==> config.mk <==
export PLATFORM = sky130hd
export DESIGN_NAME = mem_port_arbiter
export DESIGN_NICKNAME = d
export VERILOG_FILES = /design/src/rtl/mem_port_arbiter.sv
export SDC_FILE = /design/constraint.sdc
export NUM_CORES = 1
export LEC_CHECK = 0
export CAP_MARGIN = 20
export CORE_AREA = 10 10 111 113
export CTS_CLUSTER_SIZE = 10
export DETAILED_ROUTE_END_ITERATION = 6
export DIE_AREA = 0 0 121 123
export HOLD_SLACK_MARGIN = 0.15
export PLACE_DENSITY_LB_ADDON = 0.1
export SYNTH_ARGS = -nofsm -noshare
export SYNTH_HDL_FRONTEND = slang
export SYNTH_SLANG_ARGS = --single-unit
export TNS_END_PERCENT = 30
==> constraint.sdc <==
create_clock -name i_clk -period 6 [get_ports i_clk]
set_input_delay 1.2 -clock i_clk [delete_from_list [all_inputs] [get_ports i_clk]]
set_output_delay 1.2 -clock i_clk [all_outputs]
set_load 0.03 [all_outputs]
==> src/rtl/mem_port_arbiter.sv <==
// rtl/mem_port_arbiter.sv - two-port round-robin memory arbiter with stall lock and in-order read tag FIFO
module mem_port_arbiter #(
    parameter int ADDR_W    = 32,
    parameter int DATA_W    = 32,
    parameter int MAX_OUTST = 4
) (
    input  logic                         i_clk,
    input  logic                         i_rst,
    input  logic                         i_req0,
    input  logic                         i_req1,
    input  logic                         i_we0,
    input  logic                         i_we1,
    input  logic [ADDR_W-1:0]            i_addr0,
    input  logic [ADDR_W-1:0]            i_addr1,
    input  logic [DATA_W-1:0]            i_wdata0,
    input  logic [DATA_W-1:0]            i_wdata1,
    output logic                         o_gnt0,
    output logic                         o_gnt1,
    output logic                         o_rvalid0,
    output logic                         o_rvalid1,
    output logic [DATA_W-1:0]            o_rdata0,
    output logic [DATA_W-1:0]            o_rdata1,
    output logic                         o_mem_req,
    output logic                         o_mem_we,
    output logic [ADDR_W-1:0]            o_mem_addr,
    output logic [DATA_W-1:0]            o_mem_wdata,
    input  logic                         i_mem_ready,
    input  logic                         i_mem_rvalid,
    input  logic [DATA_W-1:0]            i_mem_rdata,
    output logic [$clog2(MAX_OUTST):0]   o_outst_cnt,
    output logic                         o_err_orphan
);

    localparam int PTR_W = $clog2(MAX_OUTST);
    localparam logic [PTR_W:0] FULL_CNT = (PTR_W+1)'(MAX_OUTST);

    localparam logic [0:0] S_IDLE = 1'b0;
    localparam logic [0:0] S_HOLD = 1'b1;

    logic [0:0]       r_state;
    logic             r_rr_ptr;
    logic             r_lock_sel;
    logic             r_orphan;
    logic [PTR_W-1:0] r_wr_ptr;
    logic [PTR_W-1:0] r_rd_ptr;
    logic [PTR_W:0]   r_count;
    logic             r_tags [MAX_OUTST];

    logic w_full;
    logic w_empty;
    logic w_elig0;
    logic w_elig1;
    logic w_sel;
    logic w_mem_req;
    logic w_sel_we;
    logic w_accept;
    logic w_push;
    logic w_pop;
    logic w_head;

    // Full flag comes from the registered count, so a same-cycle pop never unblocks a read.
    assign w_full  = (r_count == FULL_CNT);
    assign w_empty = (r_count == '0);
    assign w_elig0 = i_req0 && (i_we0 || !w_full);
    assign w_elig1 = i_req1 && (i_we1 || !w_full);

    always_comb begin
        w_sel     = 1'b0;
        w_mem_req = 1'b0;
        if (!i_rst) begin
            if (r_state == S_HOLD) begin
                w_sel     = r_lock_sel;
                w_mem_req = 1'b1;
            end else begin
                w_sel     = (w_elig0 && w_elig1) ? r_rr_ptr : w_elig1;
                w_mem_req = w_elig0 || w_elig1;
            end
        end
    end

    assign w_sel_we    = w_sel ? i_we1 : i_we0;
    assign o_mem_req   = w_mem_req;
    assign o_mem_we    = w_mem_req && w_sel_we;
    assign o_mem_addr  = w_mem_req ? (w_sel ? i_addr1 : i_addr0) : '0;
    assign o_mem_wdata = w_mem_req ? (w_sel ? i_wdata1 : i_wdata0) : '0;

    assign w_accept = w_mem_req && i_mem_ready;
    assign o_gnt0   = w_accept && !w_sel;
    assign o_gnt1   = w_accept && w_sel;
    assign w_push   = w_accept && !w_sel_we;

    assign w_pop     = i_mem_rvalid && !w_empty;
    assign w_head    = r_tags[r_rd_ptr];
    assign o_rvalid0 = w_pop && !w_head;
    assign o_rvalid1 = w_pop && w_head;
    assign o_rdata0  = i_mem_rdata;
    assign o_rdata1  = i_mem_rdata;

    assign o_outst_cnt  = r_count;
    assign o_err_orphan = r_orphan;

    always_ff @(posedge i_clk) begin
        if (w_push) begin
            r_tags[r_wr_ptr] <= w_sel;
        end
    end

    always_ff @(posedge i_clk or posedge i_rst) begin
        if (i_rst) begin
            r_state    <= S_IDLE;
            r_rr_ptr   <= 1'b0;
            r_lock_sel <= 1'b0;
            r_orphan   <= 1'b0;
            r_wr_ptr   <= '0;
            r_rd_ptr   <= '0;
            r_count    <= '0;
        end else begin
            case (r_state)
                S_IDLE: begin
                    if (w_mem_req && !i_mem_ready) begin
                        r_state    <= S_HOLD;
                        r_lock_sel <= w_sel;
                    end
                end
                default: begin
                    if (i_mem_ready) begin
                        r_state <= S_IDLE;
                    end
                end
            endcase

            // r_rr_ptr holds the port preferred on the next tie: the one not granted last.
            if (w_accept) begin
                r_rr_ptr <= !w_sel;
            end
            if (w_push) begin
                r_wr_ptr <= r_wr_ptr + 1'b1;
            end
            if (w_pop) begin
                r_rd_ptr <= r_rd_ptr + 1'b1;
            end
            case ({w_push, w_pop})
                2'b10:   r_count <= r_count + 1'b1;
                2'b01:   r_count <= r_count - 1'b1;
                default: r_count <= r_count;
            endcase
            if (i_mem_rvalid && w_empty) begin
                r_orphan <= 1'b1;
            end
        end
    end

endmodule

==> results of run 1 <==
state kept, by name (all words and copies together), names as in the netlist:
register / flops
r_tags: 4
o_outst_cnt: 3
r_rd_ptr: 2
r_wr_ptr: 2
o_err_orphan: 1
r_lock_sel: 1
r_rr_ptr: 1
r_state: 1
worst max-delay path by stage:
stage	end	cells after the start	slack, ns
6_report	o_mem_addr[28]	9	0.61
5_1_grt	o_mem_addr[28]	9	0.45
4_1_cts	o_mem_addr[28]	9	0.57
3_3_place_gp	o_mem_addr[28]	9	0.60
3_5_place_dp	o_mem_addr[28]	9	0.57
2_1_floorplan	o_mem_addr[20]	9	1.67
cell type report:
cell class | count | area, sq um
clock buffer | 4 | 45.0
fill | 1095 | 6130
inverter | 15 | 58.8
multi-input combinational | 239 | 1180
sequential | 15 | 395
tap | 136 | 170
timing repair buffer | 214 | 2150
report_power, final:
| part | switching, mW | internal [mW] | total (mW) |
|---|---|---|---|
| clock | 0.0341 | 0.0470 | 0.0811 |
| sequential | 0.0374 | 0.140 | 0.177 |
| combinational | 0.326 | 0.290 | 0.616 |
cell families (layout without fill, tap and decap cells):
group           Yosys count  count (layout)
compound gates           71              71
xor+xnor                  6               6
fa+ha+maj                 6               6
buf+inv                 103             233
flops                    15              15
mux                       4               4
simple gates            152             152
layer usage:
metal,track usage [%],vias up,wire (um)
met3,5.24,4,1110
met1,14.6,1151,4260
li1,-,1329,-
met5,0,-,0
met2,24.4,152,5840
met4,0.905,0,23
worst max-delay path, cell delays in order:
cell,delay [ns]
clkdlybuf4s50_1,0.44
or4b_4,0.49
a311o_1,0.37
and2_2,0.20
inv_4,0.28
buf_12,0.22
nand2_1,0.07
a21oi_1,0.19
clkdlybuf4s50_1,0.72
Yosys cell counts, types with 2 or more instances:
library cell and n:
or3b_2 2, a21oi_1 67, edfxtp_1 4, nand2_1 131
xor2_1 2, buf_6 4, buf_2 14, xnor2_1 4
clkbuf_1 5, nor2_1 8, and2_1 2, inv_1 14
ha_1 5, nor3_1 2, buf_4 65, dfrtp_1 11
per-stage QoR:
stage	cell area (sq um)	worst slack, ns	power, mW	cells	util, %
6_report	4010	0.611	0.875	623	39.5
5_1_grt	4010	0.454	0.941	623	39.5
4_1_cts	4010	0.573	0.892	623	39.5
3_5_place_dp	3960	0.575	0.803	619	39.1
3_3_place_gp	3960	0.599	0.798	619	39.1
2_1_floorplan	2260	1.67	0.604	357	-
==> metrics.txt, run 1 <==
Post-CTS Resized 0; most frequent cells in the layout clkdlybuf4s50_1, nand2_1, a21oi_1, inv_1, dfrtp_1; area growth from synthesis to layout 77.5%; # IOs 306; worst slew pin tran 0.697 ns; Pleak 1.61 nW; fin crit period 5.39 ns; largest family of logic cells by synthesized area buffers and inverters; Worst-Skew Late Latency between 0.2 and 0.25 ns; total wire length about 11 mm; vias per cell 4.23; RR Startpoint o_outst_cnt[0]; WP data arrival 4.19 ns; Peak Freq 186 MHz; post-synthesis sequential area ratio 17.5%; Most used DFF post-synth dfrtp_1; Clock Skews approximately 0.0023 ns; GRT overflow 0; Min Hold Slack 0.461 ns; Pwr Density between 200 and 250 nW/um^2; Crit Path Class input pin to output port; cell count after synthesis 357; Initial DRT Pass Iterations 4; cts bufs inserted 3; die width 121 um; HP Class flip-flop to flip-flop; synth unique cells 33; syn_nets 531; worst vdd ir about 0.20 mV; Hold Path End o_err_orphan; Synth top area share 21.8%; Critical Path Start Type input pin; status finished clean; post-CTS setup buffers 0; Clock transition at path regs 0.06 ns; Initial Util 22.3%; Root Buffer clkbuf_8; worst hold start o_err_orphan; Area contributors post-synth nand2_1, buf_4, a21oi_1; post-synth top area cell nand2_1; H-tree Lvls 1; adder-cell share of the synthesized area 3.66%; Synth Area in Compound Gates 16.4%; CTS tree built; TNS Setup 0 ns; Port Buffers 209; FF-to-FF setup slack 2.59 ns; Sink Count 15; via count 2636; syn avg cell area around 6.3 sq um; Rows 37; worst hold stages 1; DR WL/cell 18.0 um; xor/xnor share of the synthesized area between 2 and 2.5%; Routability Congestion a little over 0.8; Post-synth EDFFs 4; Synth Register Bits 15; max_cap viols 0; initial DRC count 129; unrepaired setup endpoints after global routing false; Worst slew margin 53.5%; Layout Nets 662; CP Max Fanout 33; Residual DRC 0; # setup viols final 0; post-synthesis simple-gate area fraction between 20% and 30%; worst reg2reg endpoint o_outst_cnt[2]; Inserted Diodes 0; mux contribution to synthesized area 2.60%; initial antenna violation count 0; asr flop ratio synth about three quarters; pin count of the biggest net entering global routing 67; clock buffer depth 2; worst setup path startpoint i_we0; vias in the first global route 2661; die height between 100 and 150 um; Routed Antenna Nets 0; WP data required roughly 4.8 ns; Reg2Reg Depth 11; Die Area 14900 sq um; Total Routing Usage GR a little over an eighth; first-pass GRT wire length ~16 mm; fin crit share between 80% and 90%; count of hold-fix buffers inserted at cts 0; share of cells above drive strength 1 3.70%; Core Footprint around 10000 sq um; CP Capture Type output port; Post-Synthesis Cell Area 2260 sq um; post-detail-place hpwl 9.35 mm; warnings from Yosys 0; Final Hold Fails 0; Slew Viols, Final 0; commonest non-fill, non-tap cell in the layout clkdlybuf4s50_1
Note: power is estimated with default switching activity, not from simulation.
==> inputs of run 2 (changes only) <==
==> constraint.sdc (replaced) <==
create_clock -name i_clk -period 6 [get_ports i_clk]
set_input_delay 0.9 -clock i_clk [delete_from_list [all_inputs] [get_ports i_clk]]
set_output_delay 0.9 -clock i_clk [all_outputs]
set_load 0.03 [all_outputs]
==> run 2 against run 1 <==
Against the previous run:
- sequential share of layout area up 0.096 points
- final cell count down 0.32%
- combinational power down 2%
- critical path type unchanged
- largest power group unchanged
==> metrics.txt, run 2 (synthesis gave the netlist of run 1 again) <==
WP data required 5.10 ns (+0.30 ns); largest register by flop count r_tags; Core Footprint 10100 sq um (unchanged); max_cap viols 0 (unchanged); Layout Nets 660 (-0.30%); Peak Freq 203 MHz (+9.6%); Largest register FFs 4 (unchanged); Final Hold Fails 0 (unchanged); initial antenna violation count 0 (unchanged); post-CTS setup buffers 0 (unchanged); Total Routing Usage GR 13.1% (-0.14 points); GRT overflow 0 (unchanged); vias per cell 4.22 (-0.17%); post-detail-place hpwl 9.02 mm (-3.5%); worst vdd ir 0.169 mV (-14%); CP Capture Type output port; fin crit period 4.92 ns (-0.470 ns); vias in the first global route 2679 (+0.68%); via count 2623 (-0.49%); area growth from synthesis to layout 75.7%; Int Power 469 uW (-1.7%); Final Power 863 uW (-1.3%); # setup viols final 0 (unchanged); status finished clean; Worst slew margin 52.0% (-1.6 points); Logic pwr share 70.0% (-0.4 points); Port Buffers 209 (unchanged); HP Class flip-flop to flip-flop; Residual DRC 0 (unchanged); Initial Util 22.3% (unchanged); TNS Setup 0 ns (unchanged); share of cells above drive strength 1 3.51% (-0.19 points); die height 123 um (unchanged); unrepaired setup endpoints after global routing false; Crit Path Class input pin to output port; Die Area 14900 sq um (unchanged); Net Sw Frac 45.7% (+0.23 points); # IOs 306 (unchanged); H-tree Lvls 1 (unchanged); worst slew pin tran 0.721 ns (+0.0234 ns); Clock transition at path regs 0.06 ns (about the same); Pwr Density 218 nW/um^2 (-0.33%); CTS tree built; first-pass GRT wire length 15.8 mm (-1.9%); Root Buffer clkbuf_8; DR WL/cell 17.7 um (-1.7%); Initial DRT Pass Iterations 4 (unchanged); worst hold start o_err_orphan; initial DRC count 152 (+18%); Routability Congestion 0.769 (-7.2%); Clock Power Share 9.5% (+0.2 points); RR Startpoint o_outst_cnt[0]; Rows 37 (unchanged); share of power burned in registers 20.6% (+0.3 points); Worst-Skew Late Latency 0.25 ns (about the same); count of hold-fix buffers inserted at cts 0 (unchanged); Clock Skews 0.00442 ns (+0.00210 ns); pin count of the biggest net entering global routing 73 (+9.0%); clock buffer depth 2 (unchanged); die width 121 um (unchanged); most frequent cells in the layout clkdlybuf4s50_1, nand2_1, a21oi_1, inv_1, dfrtp_1; Sink Count 15 (unchanged); Slew Viols, Final 0 (unchanged); worst hold stages 1 (unchanged); Switching Power 394 uW (-0.80%); Critical Path Start Type input pin; WP data arrival 4.02 ns (-0.17 ns); Post-CTS Resized 0 (unchanged); commonest non-fill, non-tap cell in the layout clkdlybuf4s50_1; worst setup path startpoint i_we0; fin crit share 82.0% (-7.8 points); total wire length 11.0 mm (-2.0%); filler cell count 1078 (-1.6%); CP Max Fanout 72 (+120%); Routed Antenna Nets 0 (unchanged); Pleak 1.60 nW (-0.99%); cts bufs inserted 3 (unchanged); Inserted Diodes 0 (unchanged); Reg2Reg Depth 11 (unchanged)
run 2: cell type report:
class / instances / area (sq um) / area share (%)
Tap cell: 136 / 170 / 4.29
Clock buffer: 3 / 41.3 / 1.04
Inverter: 15 / 58.8 / 1.48
Multi-Input combinational cell: 239 / 1180 / 29.8
Clock inverter: 1 / 5.00 / 0.126
Sequential cell: 15 / 395 / 9.96
Timing Repair Buffer: 212 / 2110 / 53.3
run 2: per-layer routing:
| metal | track usage (%) | share of wire [%] | vias to the layer above |
|---|---|---|---|
| met2 | 23.8 | 51 | 154 |
| li1 | - | - | 1325 |
| met1 | 13.9 | 36 | 1136 |
| met3 | 6.56 | 12 | 8 |
| met5 | 0 | 0 | - |
| met4 | 1.06 | 0.66 | 0 |
run 2: path summary, 6_finish.rpt:
path                              endpoint  slack [ns]
min in group asynchronous       r_lock_sel        1.02
min reg2reg                   o_err_orphan        0.46
min                           o_err_orphan        0.46
max in group asynchronous     o_err_orphan        4.65
max                        o_mem_wdata[17]        1.08
max reg2reg                 o_outst_cnt[2]        2.31
run 2: worst max-delay path, stage by stage:
cell	delay, ns
clkdlybuf4s50_1	0.43
or4b_4	0.49
a311o_1	0.37
and2_2	0.20
inv_4	0.52
nand2_1	0.11
a21oi_1	0.22
clkdlybuf4s50_1	0.74
run 2: stage by stage:
step           setup WS [ns]  hold WS [ns]  cell area, sq um  utilization (%)  cells
2_1_floorplan           2.27         0.453              2260                -    357
3_3_place_gp            1.04         0.446              3920             38.7    617
3_5_place_dp            1.01         0.450              3920             38.7    617
4_1_cts                 1.01         0.469              3970             39.1    621
5_1_grt                0.937         0.497              3970             39.1    621
6_report                1.08         0.462              3970             39.1    621
run 2: power groups by stage:
stage / Sequential (mW) / Clock [mW] / Combinational (mW)
CTS: 0.179 / 0.0846 / 0.616
detailed placement: 0.180 / 0 / 0.612
global placement: 0.181 / 0 / 0.609
global route: 0.187 / 0.0944 / 0.659
finish: 0.178 / 0.0817 / 0.604
floorplan: 0.198 / 0 / 0.406
